## config.mk

```make
export PLATFORM = sky130hd
export DESIGN_NAME = updown_count_display_driver
export DESIGN_NICKNAME = d
export VERILOG_FILES = /design/src/rtl/updown_count_display_driver.sv
export SDC_FILE = /design/constraint.sdc
export NUM_CORES = 1
export LEC_CHECK = 0
export CAP_MARGIN = 5
export CORE_MARGIN = 2
export CORE_UTILIZATION = 35
export DETAILED_ROUTE_END_ITERATION = 12
export DONT_BUFFER_PORTS = 1
export PLACE_DENSITY = 0.56
export SLEW_MARGIN = 10
export SYNTH_ARGS = -nofsm -noshare
export SYNTH_HDL_FRONTEND = slang
export SYNTH_SLANG_ARGS = --single-unit
```

## constraint.sdc

```tcl
create_clock -name clk -period 2.7 [get_ports clk]
set_input_delay 0.54 -clock clk [delete_from_list [all_inputs] [get_ports clk]]
set_output_delay 0.54 -clock clk [all_outputs]
set_load 0.02 [all_outputs]
```

## src/rtl/updown_count_display_driver.sv

```systemverilog
// ============================================================================
// Module   : updown_count_display_driver
// Purpose  : 8-bit binary to 3-digit BCD (serial double-dabble) and 7-seg scan
// Revision : 1.0  initial release
// ============================================================================
`default_nettype none

module updown_count_display_driver #(
  parameter int SCAN_DIV = 1000,
  parameter bit BLANK_LZ = 1'b1
) (
  input  logic       clk,
  input  logic       rst,
  input  logic [7:0] count_in,
  output logic [3:0] bcd_hund,
  output logic [3:0] bcd_tens,
  output logic [3:0] bcd_ones,
  output logic       bcd_valid,
  output logic       busy,
  output logic [2:0] an,
  output logic [6:0] seg
);

  localparam logic [15:0] SCAN_LAST = 16'(SCAN_DIV - 1);

  typedef enum logic [0:0] {
    IDLE = 1'b0,
    CONV = 1'b1
  } state_t;

  state_t      state_q, state_d;
  logic        first_q, first_d;
  logic [7:0]  last_val_q, last_val_d;
  logic [19:0] shift_q, shift_d;
  logic [2:0]  iter_q, iter_d;
  logic [3:0]  bcd_hund_q, bcd_hund_d;
  logic [3:0]  bcd_tens_q, bcd_tens_d;
  logic [3:0]  bcd_ones_q, bcd_ones_d;
  logic        bcd_valid_q, bcd_valid_d;
  logic        busy_q, busy_d;
  logic [15:0] scan_q, scan_d;
  logic [1:0]  digit_q, digit_d;
  logic [2:0]  an_q, an_d;
  logic [6:0]  seg_q, seg_d;

  function automatic logic [3:0] add3(input logic [3:0] n);
    return (n >= 4'd5) ? (n + 4'd3) : n;
  endfunction

  function automatic logic [6:0] seg_enc(input logic [3:0] d);
    case (d)
      4'd0:    return 7'b1000000;
      4'd1:    return 7'b1111001;
      4'd2:    return 7'b0100100;
      4'd3:    return 7'b0110000;
      4'd4:    return 7'b0011001;
      4'd5:    return 7'b0010010;
      4'd6:    return 7'b0000010;
      4'd7:    return 7'b1111000;
      4'd8:    return 7'b0000000;
      4'd9:    return 7'b0010000;
      default: return 7'b1111111;
    endcase
  endfunction

  logic [19:0] corr;
  logic [19:0] shifted;
  logic [3:0]  disp_digit;
  logic        disp_blank;

  always_comb begin
    state_d     = state_q;
    first_d     = first_q;
    last_val_d  = last_val_q;
    shift_d     = shift_q;
    iter_d      = iter_q;
    bcd_hund_d  = bcd_hund_q;
    bcd_tens_d  = bcd_tens_q;
    bcd_ones_d  = bcd_ones_q;
    bcd_valid_d = 1'b0;
    busy_d      = busy_q;
    scan_d      = scan_q;
    digit_d     = digit_q;
    an_d        = an_q;
    seg_d       = seg_q;
    disp_digit  = bcd_ones_q;
    disp_blank  = 1'b0;

    // One double-dabble step: correct every BCD nibble, then shift the whole word.
    corr    = {add3(shift_q[19:16]), add3(shift_q[15:12]), add3(shift_q[11:8]), shift_q[7:0]};
    shifted = corr << 1;

    case (state_q)
      IDLE: begin
        if (first_q || (count_in != last_val_q)) begin
          shift_d    = {12'd0, count_in};
          last_val_d = count_in;
          first_d    = 1'b0;
          iter_d     = 3'd0;
          busy_d     = 1'b1;
          state_d    = CONV;
        end
      end
      CONV: begin
        shift_d = shifted;
        iter_d  = iter_q + 3'd1;
        if (iter_q == 3'd7) begin
          bcd_hund_d  = shifted[19:16];
          bcd_tens_d  = shifted[15:12];
          bcd_ones_d  = shifted[11:8];
          bcd_valid_d = 1'b1;
          busy_d      = 1'b0;
          state_d     = IDLE;
        end
      end
      default: state_d = IDLE;
    endcase

    if (scan_q == SCAN_LAST) begin
      scan_d  = 16'd0;
      digit_d = (digit_q == 2'd2) ? 2'd0 : (digit_q + 2'd1);
    end else begin
      scan_d = scan_q + 16'd1;
    end

    // Display reads the committed bcd registers, never the in-flight shift word.
    case (digit_q)
      2'd0: begin
        an_d       = 3'b110;
        disp_digit = bcd_ones_q;
        disp_blank = 1'b0;
      end
      2'd1: begin
        an_d       = 3'b101;
        disp_digit = bcd_tens_q;
        disp_blank = BLANK_LZ && (bcd_hund_q == 4'd0) && (bcd_tens_q == 4'd0);
      end
      default: begin
        an_d       = 3'b011;
        disp_digit = bcd_hund_q;
        disp_blank = BLANK_LZ && (bcd_hund_q == 4'd0);
      end
    endcase
    seg_d = disp_blank ? 7'b1111111 : seg_enc(disp_digit);
  end

  always_ff @(posedge clk) begin
    if (!rst) begin
      state_q     <= IDLE;
      first_q     <= 1'b1;
      last_val_q  <= 8'd0;
      shift_q     <= 20'd0;
      iter_q      <= 3'd0;
      bcd_hund_q  <= 4'd0;
      bcd_tens_q  <= 4'd0;
      bcd_ones_q  <= 4'd0;
      bcd_valid_q <= 1'b0;
      busy_q      <= 1'b0;
      scan_q      <= 16'd0;
      digit_q     <= 2'd0;
      an_q        <= 3'b111;
      seg_q       <= 7'b1111111;
    end else begin
      state_q     <= state_d;
      first_q     <= first_d;
      last_val_q  <= last_val_d;
      shift_q     <= shift_d;
      iter_q      <= iter_d;
      bcd_hund_q  <= bcd_hund_d;
      bcd_tens_q  <= bcd_tens_d;
      bcd_ones_q  <= bcd_ones_d;
      bcd_valid_q <= bcd_valid_d;
      busy_q      <= busy_d;
      scan_q      <= scan_d;
      digit_q     <= digit_d;
      an_q        <= an_d;
      seg_q       <= seg_d;
    end
  end

  assign bcd_hund  = bcd_hund_q;
  assign bcd_tens  = bcd_tens_q;
  assign bcd_ones  = bcd_ones_q;
  assign bcd_valid = bcd_valid_q;
  assign busy      = busy_q;
  assign an        = an_q;
  assign seg       = seg_q;

endmodule

`default_nettype wire

```

After elaboration in Yosys (flattened, before gate mapping)

Memories as Yosys holds them, arrays and structs flattened. A register that Yosys moved wholly into a read port is not among the register bits.
Cells that the tools add are included.

ROM bits: 112
Bits in latches: 0
Memories: 1
Output and inout port bits: 24
Register bits: 68
Memory bits (writable): 0
Logic and storage cells: 61

$add $sub $neg: 6
Bitwise operators: 2
$lt $le $gt $ge: 3
Multiplexer cells: 18
Reductions and logical operators: 11
Divide/modulo/power cells: 0
Multipliers: 0
Shift-type cells: 0
Eq/ne operators: 7

Memory list:

| name            | depth | width | read ports | clocked after Yosys merged registers in | write ports | line | source |
|---|---|---|---|---|---|---|---|
| (no name shown) | 16    | 7     | 1          | 1                                       | 0           | 51   | `case (d)` |

Operators by type and width:

| operator                | number |
|---|---|
| $pmux W20 S2            | 1 |
| $mux W20                | 1 |
| $add A16 B1 Y16 const B | 1 |
| $eq A16 B10 Y1 const B  | 1 |
| $ge A4 B3 Y1 const B    | 3 |
| $pmux W3 S2             | 2 |
| $add A4 B2 Y4 const B   | 2 |
| $logic_not A4 Y1        | 2 |
| $mux W4                 | 2 |
| $ne A8 B8 Y1            | 1 |
| $pmux W4 S2             | 1 |
| $reduce_and A2 Y1       | 4 |
| $mux W3                 | 2 |
| $pmux W1 S2             | 3 |
| $mux W1                 | 5 |
| $reduce_or A2 Y1        | 2 |
| $add A3 B1 Y3 const B   | 1 |
| $add A3 B2 Y3 const B   | 1 |
| $eq A3 B3 Y1 const B    | 1 |
| $add A2 B1 Y2 const B   | 1 |
| $eq A2 B1 Y1 const B    | 1 |
| $eq A2 B2 Y1 const B    | 1 |
| $logic_not A2 Y1        | 1 |
| $mux W2                 | 1 |
| 5 further kinds         | 6 |

Logic depth before layout (Yosys ltp)

Depth after elaboration: 4
Gate-level depth with buffers: 7

Worst setup path after synthesis

OpenSTA, ideal clock, no wires.

Path type: input port to flip-flop
From: input count_in[7]
To: register state_q
Path slack: 0.895 ns
Required time: 2.584 ns
Stages: 6
Arrival time: 1.690 ns
Setup time: 0.116 ns
Path through: xnor2_1 > nand4_1 > nor4_1 > buf_2 > nand2_1 > and3_1

Cells in the longest elaborated chain, start to end: 4

Ends and longest elaborated chain:

| element                | line | source |
|---|---|---|
| start: declaration     | 14   | `input logic [7:0] count_in,` |
| $ne A8 B8 Y1           | 95   | `if (first_q \|\| (count_in != last_val_q)) begin` |
| $logic_or A1 B1 Y1     | 95   |  |
| $mux W1                | 95   |  |
| $pmux W1 S2            | 93   | `case (state_q)` |
| end signal: assignment | 164  | `state_q <= state_d;` |
| end: declaration       | 31   | `state_t state_q, state_d;` |

Every way passes these cells.
A chain may end at the register's enable or synchronous reset.

Worst setup path after layout

From: register digit_q[0]
To: register seg_q[5] (netlist: seg[5])

Cells in the longest elaborated chain, start to end: 3
Elaborated cells on any way between the ends: 5

Ends and longest elaborated chain:

| element                                          | line | source |
|---|---|---|
| start: declaration                               | 42   | `logic [1:0] digit_q, digit_d;` |
| start signal: assignment                         | 175  | `digit_q <= digit_d;` |
| $eq A2 B1 Y1 or $logic_not A2 Y1 (tied branches) | 127  | `case (digit_q)` |
| $pmux W1 S2                                      | 127  |  |
| $reduce_or A2 Y1 (no source line)                | -    |  |
| end: declaration                                 | 44   | `logic [6:0] seg_q, seg_d;` |

Several ways; a longest one is shown, not always the timed one.

==> results by group <==
Pwr
  • P_int: around 0.0015 W
  • Standby leakage power: between 1 and 1.5 nW
  • Maximum vdd ir drop: 0.2559 mV
  • Net load switching power: 0.0004523 W
  • Net Sw Frac: a little under a quarter
  • Fraction of power consumed by the clock network: a little under two fifths
  • Power per cell area: around 540 nW/um^2
  • Proportion of power drawn by combinational gates: under 10%
  • Sequential share of power: approximately three fifths

Global routing
  • Wire length of the first global-routing pass: around 11000 um
  • Pin count of the biggest net entering global routing: 60
  • Number of global-route vias before repair: 2357
  • Total global routing track utilization: between 10% and 20%
  • Initial antenna violation count: 0
  • GR Overflow Total: 0

Timing
  • Number of pins exceeding their max-slew limit in the final report: 0
  • Setup repair after global routing missed its margin: no
  • Count of endpoints failing hold in the final timing report: 0
  • Final worst-path setup slack: about 700 ps
  • Setup violation total in the final timing report: 0
  • Final total negative setup slack: 0 ps
  • Worst-case headroom to the max-slew limit: roughly three fifths
  • Top achievable clock speed: 497.5 MHz
  • Pin slew with the least headroom to its limit: a little under 600 ps
  • Period minus WS final: about 2000 ps
  • Setup clock skew after layout: between 10 and 15 ps
  • Post-route fraction of the period consumed by the critical path: 74.44%

Place
  • Setup WS pre-CTS: a little under 700 ps
  • Detailed Place HPWL: 4558 um
  • Input/output buffers: 0
  • Final weighted congestion in routability-driven placement: about 0.83

Synth
  • Top cells by area, synth: sky130_fd_sc_hd__dfxtp_1 44%, sky130_fd_sc_hd__mux2i_1 6.7%, sky130_fd_sc_hd__nand2_1 5.8%
  • Number of warning messages in the yosys log: 0
  • Proportion of register bits with asynchronous set or reset after synthesis: 0%
  • Most common cell in the synthesized netlist: sky130_fd_sc_hd__dfxtp_1
  • Post-synthesis average cell area: between 8 and 9 um^2
  • Area leader, netlist: sky130_fd_sc_hd__dfxtp_1
  • Portion of synthesized cell area occupied by the leading cell type: 43.62%
  • Sequential fraction of the synthesis area: a little over two fifths
  • Total nets after synthesis: between 400 and 500
  • Post-synthesis instance area: 3442 um^2
  • Top flip-flop cell by instance count after synthesis: sky130_fd_sc_hd__dfxtp_1
  • Number of cells produced by synthesis: 390
  • Number of enable flip-flop cells after synthesis: 0
  • Top cells by instance count after synthesis: 75 x sky130_fd_sc_hd__dfxtp_1, 53 x sky130_fd_sc_hd__nand2_1, 29 x sky130_fd_sc_hd__nor2_1
  • Synthesis-stage register bit count: 75
  • Post-synth cell types: 42

Die
  • Overall die area: 10640 um^2
  • Initial standard-cell utilization of the core: approximately 36%
  • Height of the die: 103.2 um
  • Chip Width: approximately 100 um
  • Placeable core region: approximately 9600 um^2
  • Top-level port count: 34
  • Num rows: 36

CTS
  • Bufs on Longest Clock Path: 2
  • Number of gates given a new drive strength after cts: 0
  • Number of buffers inserted during clock tree synthesis: 9
  • Root Driver: sky130_fd_sc_hd__clkbuf_8
  • CTS sink count: between 70 and 80
  • Source-to-sink clock delay at the later pin of the worst-skew pair: about 340 ps
  • Number of buffers added to fix hold violations after cts: 0
  • CTS tree: yes
  • Number of setup buffers added after CTS: 0
  • Deepest level of the CTS H-tree: 3
  • Clock transition at the registers of the reported paths: approximately 80 ps

Setup path
  • CP startpoint kind: register
  • Required time at the endpoint of the critical path: 2920 ps
  • Category of the worst setup path capture point: register
  • Critical path data arrival time: approximately 2200 ps
  • Worst-path maximum fanout: 10
  • Type of the worst setup path: register to register

Status
  • Outcome: complete, no violations

Route
  • Number of antenna-violating nets in the routed design: 0
  • Total length of routed wires: 6707 um
  • First-iteration detailed-routing DRC count: 94
  • DRC violation count after routing: 0
  • Average wire per standard cell: approximately 13 um
  • Total number of vias: about 2500
  • Drt first pass iters: 6
  • Per-cell via count in the routed design: 4.894

Layout
  • Utilization after layout: 38.42%
  • Area of the multi-input gates: 1813 um^2
  • Signed area change from the synthesized netlist to the final layout: 7.597%
  • Share of cells above drive strength 1: under 10%
  • Layout fillers: roughly 1000
  • Sequential cell area: between 1500 and 2000 um^2
  • Number of diodes added for antenna fixing: 0
  • Total number of nets in the final design: between 400 and 500

Run
  • Max Cap Violations: 0

Hold path
  • Path class of the lowest-slack min-delay path: input port to register
## power groups by stage
stage | Clock (W) | Combinational (W) | Sequential [W]
final | 0.000753 | 0.0000804 | 0.00116
after global routing | 0.000843 | 0.0000911 | 0.00117
after floorplan | 0 | 0.0000788 | 0.00118
after CTS | 0.000790 | 0.0000824 | 0.00116
after detailed placement | 0 | 0.0000818 | 0.00119
after global placement | 0 | 0.0000813 | 0.00119
## path summary, 6_finish.rpt
path                            endpoint       start  cells after the start  slack, ps
worst max-delay path              seg[5]  digit_q[0]                      6        690
worst min-delay path               an[2]         rst                      1        270
worst max register to register    seg[5]  digit_q[0]                      6        690
worst min register to register   first_q     first_q                      2        460
## flip-flops by register name (all words and copies together), names as in the netlist, 3 cells and up
name	count
shift_q	20
scan_q	16
last_val_q	8
seg	7
bcd_hund	4
bcd_ones	4
bcd_tens	4
an	3
iter_q	3
## cell usage in the layout (no fill, tap or decap), types with 11 or more instances in the layout
cell,instances
sky130_fd_sc_hd__clkbuf_8,11
sky130_fd_sc_hd__xnor2_1,19
sky130_fd_sc_hd__a21boi_0,19
sky130_fd_sc_hd__ha_1,12
sky130_fd_sc_hd__nand3_1,19
sky130_fd_sc_hd__a21oi_1,19
sky130_fd_sc_hd__nor2_1,29
sky130_fd_sc_hd__mux2i_1,23
sky130_fd_sc_hd__o21ai_0,19
sky130_fd_sc_hd__nand2_1,53
sky130_fd_sc_hd__dfxtp_1,75
## worst max-delay path, cell delays in order, from the launching register on
cell	delay [ps]
sky130_fd_sc_hd__dfxtp_1	560
sky130_fd_sc_hd__mux2_2	380
sky130_fd_sc_hd__mux2i_1	330
sky130_fd_sc_hd__inv_1	90
sky130_fd_sc_hd__ha_1	210
sky130_fd_sc_hd__nor3_1	220
sky130_fd_sc_hd__o21ai_0	120
## metal layers
layer  wire length (um)  vias to the layer above  track usage (%)
met1               3358                     1171            18.30
met5                  0                        -                0
met2               2926                       54            20.43
met3                362                        4            4.167
met4                 60                        0            6.174
li1                   -                     1316                -
## metrics by stage
stage / instances / cell area, um^2 / hold WS (ps) / power [W]
after floorplan: 390 / 3442 / 422.6 / 0.001262
after global placement: 506 / 3537 / 445.1 / 0.001271
after detailed placement: 506 / 3537 / 455.0 / 0.001272
after CTS: 520 / 3704 / 239.8 / 0.002037
after global routing: 520 / 3704 / 238.8 / 0.002103
final: 520 / 3704 / 269.8 / 0.001998
## cells by family (layout without fill, tap and decap cells)
logic type / after synthesis / in the layout / share of synthesized area [%]
AOI/OAI and AO/OA: 72 / 72 / 13.20
xor gates and xnor gates: 26 / 26 / 6.616
adders and majority gates: 12 / 12 / 4.362
buffers and inverters: 30 / 27 / 3.890
DFF: 75 / 75 / 43.62
muxes: 24 / 24 / 7.016
and+or+nand+nor: 151 / 151 / 21.30
## final cells by class
type / instances / area share [%]
multi-input combinational: 285 / 48.95
sequential: 75 / 40.54
clock inverter: 3 / 0.4054
tap: 133 / 4.493
timing repair buffer: 2 / 0.4054
clock buffer: 11 / 4.088
inverter: 11 / 1.115
Power figures use the tool's default switching activity.
